--- config.mk ---
export PLATFORM = sky130hd
export DESIGN_NAME = syn_fifo_param
export DESIGN_NICKNAME = d
export VERILOG_FILES = /design/src/rtl/syn_fifo_param.sv
export SDC_FILE = /design/constraint.sdc
export NUM_CORES = 1
export LEC_CHECK = 0
export CORE_UTILIZATION = 45
export DETAILED_ROUTE_END_ITERATION = 6
export PLACE_DENSITY = 0.61
export SYNTH_ARGS = -nofsm -noshare
export SYNTH_HDL_FRONTEND = slang
export SYNTH_SLANG_ARGS = --single-unit
--- constraint.sdc ---
create_clock -name clk -period 6.7 [get_ports clk]
set_input_delay 2.01 -clock clk [delete_from_list [all_inputs] [get_ports clk]]
set_output_delay 2.01 -clock clk [all_outputs]
set_load 0.03 [all_outputs]
--- src/rtl/syn_fifo_param.sv ---
// Parametrised single-clock FIFO with occupancy count and almost-full/empty flags.
// Define SYN_FIFO_STATUS_EN to build the sticky overflow/underflow error registers.
module syn_fifo_param #(
   parameter int unsigned DATA_W   = 8,
   parameter int unsigned DEPTH    = 8,
   parameter int unsigned AF_LEVEL = 6,
   parameter int unsigned AE_LEVEL = 2
) (
   input  logic                       clk,
   input  logic                       reset_n,
   input  logic                       write_e,
   input  logic [DATA_W-1:0]          data_in,
   input  logic                       read_e,
   output logic [DATA_W-1:0]          data_out,
   output logic                       full,
   output logic                       empty,
   output logic                       almost_full,
   output logic                       almost_empty,
   output logic [$clog2(DEPTH):0]     count,
   output logic                       overflow,
   output logic                       underflow
);

   localparam int unsigned AW = $clog2(DEPTH);
   localparam int unsigned CW = AW + 1;

   logic [DATA_W-1:0] mem_q [DEPTH];
   logic [AW:0]       wr_ptr_q, wr_ptr_d;
   logic [AW:0]       rd_ptr_q, rd_ptr_d;
   logic [CW-1:0]     count_q, count_d;
   logic [DATA_W-1:0] data_q, data_d;
   logic              wr_ok, rd_ok;

   // Flags come straight from the registered occupancy, so they lag a transfer by one edge.
   assign full         = (count_q == CW'(DEPTH));
   assign empty        = (count_q == '0);
   assign almost_full  = (count_q >= CW'(AF_LEVEL));
   assign almost_empty = (count_q <= CW'(AE_LEVEL));
   assign count        = count_q;
   assign data_out     = data_q;

   assign wr_ok = write_e & ~full;
   assign rd_ok = read_e & ~empty;

   always_comb begin
      wr_ptr_d = wr_ptr_q;
      rd_ptr_d = rd_ptr_q;
      count_d  = count_q;
      data_d   = data_q;
      if (wr_ok) begin
         wr_ptr_d = wr_ptr_q + CW'(1);
      end
      if (rd_ok) begin
         rd_ptr_d = rd_ptr_q + CW'(1);
         data_d   = mem_q[rd_ptr_q[AW-1:0]];
      end
      case ({wr_ok, rd_ok})
         2'b10:   count_d = count_q + CW'(1);
         2'b01:   count_d = count_q - CW'(1);
         default: count_d = count_q;
      endcase
   end

   always_ff @(posedge clk) begin
      if (!reset_n) begin
         wr_ptr_q <= '0;
         rd_ptr_q <= '0;
         count_q  <= '0;
         data_q   <= '0;
      end else begin
         wr_ptr_q <= wr_ptr_d;
         rd_ptr_q <= rd_ptr_d;
         count_q  <= count_d;
         data_q   <= data_d;
      end
   end

   // Storage has no reset; a write coinciding with reset is dropped.
   always_ff @(posedge clk) begin
      if (reset_n && wr_ok) begin
         mem_q[wr_ptr_q[AW-1:0]] <= data_in;
      end
   end

`ifdef SYN_FIFO_STATUS_EN
   logic overflow_q, overflow_d;
   logic underflow_q, underflow_d;

   always_comb begin
      overflow_d  = overflow_q | (write_e & full);
      underflow_d = underflow_q | (read_e & empty);
   end

   always_ff @(posedge clk) begin
      if (!reset_n) begin
         overflow_q  <= 1'b0;
         underflow_q <= 1'b0;
      end else begin
         overflow_q  <= overflow_d;
         underflow_q <= underflow_d;
      end
   end

   assign overflow  = overflow_q;
   assign underflow = underflow_q;
`else
   assign overflow  = 1'b0;
   assign underflow = 1'b0;
`endif

endmodule

; ---- Word level (Yosys, flattened, before mapping)
; Memories as Yosys holds them, arrays and structs flattened. A register that Yosys moved wholly into a read port is not among the register bits.
; Cells that the tools add are included.
[op_classes]
addsub = 4
order_cmp = 2
eq_ne = 3
mux = 3
bitwise_logic = 4
reduce_logical = 4
[ops]
columns = cell, count
row1 = $add 4x1->4 const B, 3
row2 = $pmux 4 s2, 1
row3 = $eq 4x4->1 const B, 1
row4 = $ge 4x3->1 const B, 1
row5 = $le 4x2->1 const B, 1
row6 = $logic_not 4->1, 1
row7 = $sub 4x1->4 const B, 1
row8 = $and 1x1->1, 2
row9 = $eq 2x1->1 const B, 1
row10 = $eq 2x2->1 const B, 1
row11 = $mux 1, 2
row12 = $not 1->1, 2
row13 = $reduce_bool 2->1, 1
row14 = $logic_and 1x1->1, 1
row15 = $logic_not 1->1, 1
[totals]
register_bits = 12
ram_bits = 64
in_bits = 12
memories = 1
[memory_table]
columns = memory, depth, width, rd, rd_ports_with_merged_regs, write_ports, line_no
row1 = mem_q, 8, 8, 1, 1, 1, 27  ; logic [DATA_W-1:0] mem_q [DEPTH];

; ---- Longest topological paths before layout
[depth]
depth_word = 6
depth_mapped = 9
depth_no_buf = 8

; ---- Worst setup path before layout
; Ideal clock, no wire load.
[synth_path]
kind = input port to flip-flop
startpoint = input port read_e
endpoint = register count_q[3], in the netlist count[3]
setup_time_ps = 72
arrival_time_ps = 3519
path_slack_ps = 3109
path_stages = 8
n_path_buf = 1
cell_sequence = o41a_4 > clkbuf_8 > ha_1 > ha_1 > a21o_2 > a21oi_1 > mux2i_1 > mux2i_1
[synth_between]
elab_chain_cells = 3
elab_cells_between_ends = 5
cone_classes = eq/ne (2) / mux (1) / bitwise (1) / reduce/logical (1)
[synth_rtl]
columns = element, line_no
row1 = "start, declared", 13  ; input logic read_e,
row2 = $and 1x1->1 *, 43  ; assign rd_ok = read_e & ~empty;
row3 = named net rd_ok, 32  ; logic wr_ok, rd_ok;
row4 = $eq 2x1->1 / $eq 2x2->1 (equally long branches), 57  ; case ({wr_ok, rd_ok})
row5 = $pmux 4 s2 / $reduce_bool 2->1 (equally long branches), --
row6 = "end signal, assigned", 73  ; count_q <= count_d;
row7 = "end, declared", 30  ; logic [CW-1:0] count_q, count_d;
; Mark *: on every way through the listed nets, which the timed path passes. The rest lies on a longest branch.
; A chain may end at the register's enable or synchronous reset.

; ---- Worst setup path after layout
[layout_path]
startpoint = input port reset_n
endpoint = memory mem_q[2][5], enable pin
[layout_between]
elab_chain_cells = 3
[layout_rtl]
columns = element, line_no
row1 = "start, declared", 10  ; input logic reset_n,
row2 = $logic_and 1x1->1, 80  ; if (reset_n && wr_ok) begin
row3 = $mux 1, 80
row4 = $mux 1 (not written as such), 81  ; mem_q[wr_ptr_q[AW-1:0]] <= data_in;
row5 = "end, declared", 27
; No other way between the ends.

==> results.txt <==
The final worst setup slack came out at 2.55 ns. The via count of the first global-routing pass is 1726. Subtracting the final worst setup slack from the clock period gives 4.15 ns.

The count of hold buffers inserted by post-cts repair is 0. The internal power came out at between 900 and 1000 uW. The maximum vdd ir drop came out at 180 uV. The root buffer cell chosen for the clock tree is sky130_fd_sc_hd__clkbuf_8. The number of I/O pins is 30. The depth of the CTS H-tree is 3.

The number of warnings printed during yosys synthesis came out at 0. The number of antenna violations at the first check in global routing is 0. The die outline area came out at 7680 um^2.

The worst setup path is launched from an input port. The tightest min-delay check is of the reg -> reg type. The library cell with the largest summed area after synthesis is sky130_fd_sc_hd__edfxtp_1. Clock skew on the completed layout was measured at 0.00895 ns. The fraction of post-synthesis cell area in the top cell type by area came out at 0.582. The final weighted congestion in routability-driven placement came out at 0.736. The total detailed-routing wirelength came out at 5990 um. The final net count came out at 245. The longest clock path from root to sink contains 2 buffers. The cell total after placement is between 300 and 400. The number of post-CTS setup repair buffers came out at 0. The wire length per cell after detailed routing is 18.3 um. The post-DP HPWL came out at ~4000 um. The clock network fraction of total power is 0.265.

The data arrival at the endpoint of the critical path is 4.10 ns. The total congestion overflow is 0. The worst-case headroom to the max-slew limit is 0.176. The final cell area excluding filler cells came out at between 3000 and 4000 um^2.

The first global-routing pass estimated 9320 um of wire. In the routed design, unresolved DRC markers number 0. At the pin with the least slew margin, the transition time is 1.23 ns. Setup repair after global routing left no endpoint under its margin. The number of resized instances in the post-cts repair step came out at 0. The number of max-slew violations in the final report is 0. Entering global routing, the biggest net connects 24 pins.

The worst setup path is captured at a register. The width of the die is approximately 90 um. Along the worst path, the maximum fanout reaches 23. The clock latency of the later-clocked register in the worst-skew pair came out at roughly 0.34 ns.

After synthesis, the cell types taking the most area are sky130_fd_sc_hd__edfxtp_1, sky130_fd_sc_hd__dfxtp_1, sky130_fd_sc_hd__mux4_2. Yosys mapped the design onto 36 distinct sky130hd cell types. The first-pass iteration count of the detailed router came out at 4. Total power for the finished layout comes to 1390 uW.

The count of max-cap constraint violations is 0. Based on the critical path, the design can be clocked at up to 241 MHz. The net switching component of the power is 417 uW. The top flip-flop cell by instance count after synthesis is sky130_fd_sc_hd__edfxtp_1.

Adding up every negative setup slack in the final design gives 0 ns. Across every metal layer, demand over resource in global routing totals 0.173. Dividing the detail-routed via count by the number of cells gives roughly 5.4. The vias after detailed routing came out at 1763.

The power density over the cells is 363 nW/um^2. The post-placement worst setup slack came out at 2.14 ns. The most common cell in the synthesized netlist is sky130_fd_sc_hd__edfxtp_1. For this configuration, the core starts out at a cell density of 0.475. The final setup violation count is 0. For this run, the register share of the synthesized area comes to 0.691. TritonCTS built the clock tree. The flip-flop and latch count after synthesis is 82. The clock transition at the register clock pins on the worst setup and hold paths after CTS is 0.07 ns. The average size of a mapped cell is ~17 um^2. Summing every instance area after synthesis gives 3300 um^2. The part of the cycle the worst path needs is 0.619. Of the total power, the share spent switching nets is 0.301. Of the cells placed in the final design, the portion with a size suffix greater than 1 is 0.168. Counting flops with a built-in enable in the synthesized netlist gives 64. The area growth from synthesis to layout came out at 16.0%. The category of the most critical setup path is in -> reg. For this run, asynchronously set or reset flops after synthesis account for 0. In the final routing, the length of wire on met1 measures 2500 um.

The highest layer touched by signal routing is met4. The filler-free cell count of the finished design is approximately 330. Buffers placed on the I/O ports in this run total 27.

The number of nets still failing antenna checks after routing came out at 0. The repair_antennas step left the layout with diodes totalling 0. The total met3 wirelength after detailed routing is 375 um.

The total number of clock tree sinks came out at 82. The run finished with clean final reports. In this run the static leakage power is 0.00127 uW. The combinational group share of total power came out at 0.282. Across all register-to-register paths, the minimum setup slack is roughly 4.1 ns. By count the netlist is led by sky130_fd_sc_hd__edfxtp_1, sky130_fd_sc_hd__dfxtp_1, sky130_fd_sc_hd__mux4_2. The area of the core is 6940 um^2. For the worst setup path, the data required time is 6.65 ns. Synthesis produced a netlist whose cell count is a little under 200. For this block, the initial DRC count from the detailed router was 138. The placed instance area is 3620 um^2. The power share of the sequential group came out at 0.453. The hold violation count in the final report came out at 0. The die is 87.6 um tall. Row generation in the floorplan step produced 30 rows.

The length of routed met2 wiring is just over 3000 um. The number of clock buffers inserted by TritonCTS came out at 9.
==> kinds of logic after synthesis <==
| family | count (synthesis) | synth area share |
|---|---|---|
| fa+ha+maj | 6 | 0.0250 |
| xor+xnor | 5 | 0.0133 |
| simple gates | 45 | 0.0686 |
| mux | 19 | 0.118 |
| flops | 82 | 0.691 |
| compound gates | 25 | 0.0523 |
| other cells | 1 | 0.00114 |
| buf+inv | 15 | 0.0299 |
==> critical path, stage by stage <==
cell and delay, ns:
sky130_fd_sc_hd__clkdlybuf4s50_1 0.93, sky130_fd_sc_hd__nand2_1 0.15, sky130_fd_sc_hd__nor3_1 1.00
==> flip-flops by register name, summed over array words and instances (netlist names) <==
name	count
count	4
data_out	8
mem_q	64
rd_ptr_q	3
wr_ptr_q	3
==> placed cells by master (no fill, tap or decap), types with 2 or more instances in the layout <==
cell type	instances
sky130_fd_sc_hd__edfxtp_1	64
sky130_fd_sc_hd__clkdlybuf4s50_1	27
sky130_fd_sc_hd__dfxtp_1	18
sky130_fd_sc_hd__mux4_2	16
sky130_fd_sc_hd__nor2_1	14
sky130_fd_sc_hd__nand2_1	10
sky130_fd_sc_hd__o21ai_0	10
sky130_fd_sc_hd__clkbuf_8	9
sky130_fd_sc_hd__o22ai_1	8
sky130_fd_sc_hd__and2_1	6
sky130_fd_sc_hd__ha_1	5
sky130_fd_sc_hd__inv_1	4
sky130_fd_sc_hd__nor3_1	4
sky130_fd_sc_hd__nand3_1	3
sky130_fd_sc_hd__xnor2_1	3
sky130_fd_sc_hd__mux2i_1	3
sky130_fd_sc_hd__nand2b_1	2
sky130_fd_sc_hd__a21boi_2	2
sky130_fd_sc_hd__xor2_1	2
sky130_fd_sc_hd__conb_1	2
sky130_fd_sc_hd__clkinv_2	2
sky130_fd_sc_hd__bufinv_16	2
==> final timing paths <==
kind,cells past startpoint,startpoint,to
worst max register to register,8,count[0],count[3]
worst min register to register,2,data_out[3],data_out[3]
worst max-delay path,3,reset_n,mem_q[2][5]
worst min-delay path,2,data_out[3],data_out[3]
==> per-stage QoR <==
step,util,hold slack [ns]
floorplan,-,0.473
global placement,0.521,0.489
detailed placement,0.521,0.502
CTS,0.551,0.527
global route,0.551,0.554
finish,0.551,0.520
==> routing by layer <==
metal	track usage	vias up
li1	-	812
met1	0.220	888
met2	0.283	56
met3	0.0509	7
met4	0.0641	0
met5	0	-
==> power groups by stage <==
stage | logic (uW) | clock network [uW] | registers, uW
after global routing | 418 | 396 | 634
after CTS | 394 | 377 | 629
after floorplan | 221 | 0 | 688
after global placement | 384 | 0 | 638
after detailed placement | 393 | 0 | 640
final | 392 | 368 | 629
==> layout make-up <==
class,instances,area (um^2)
clock buffers,10,128
clock inverters,6,81.3
fillers,560,3120
inverters,4,15.0
multi-input cells,102,923
flip-flops and latches,82,2280
well taps,96,120
repair buffers,28,278
No activity file was read; power rests on OpenSTA's default activity.
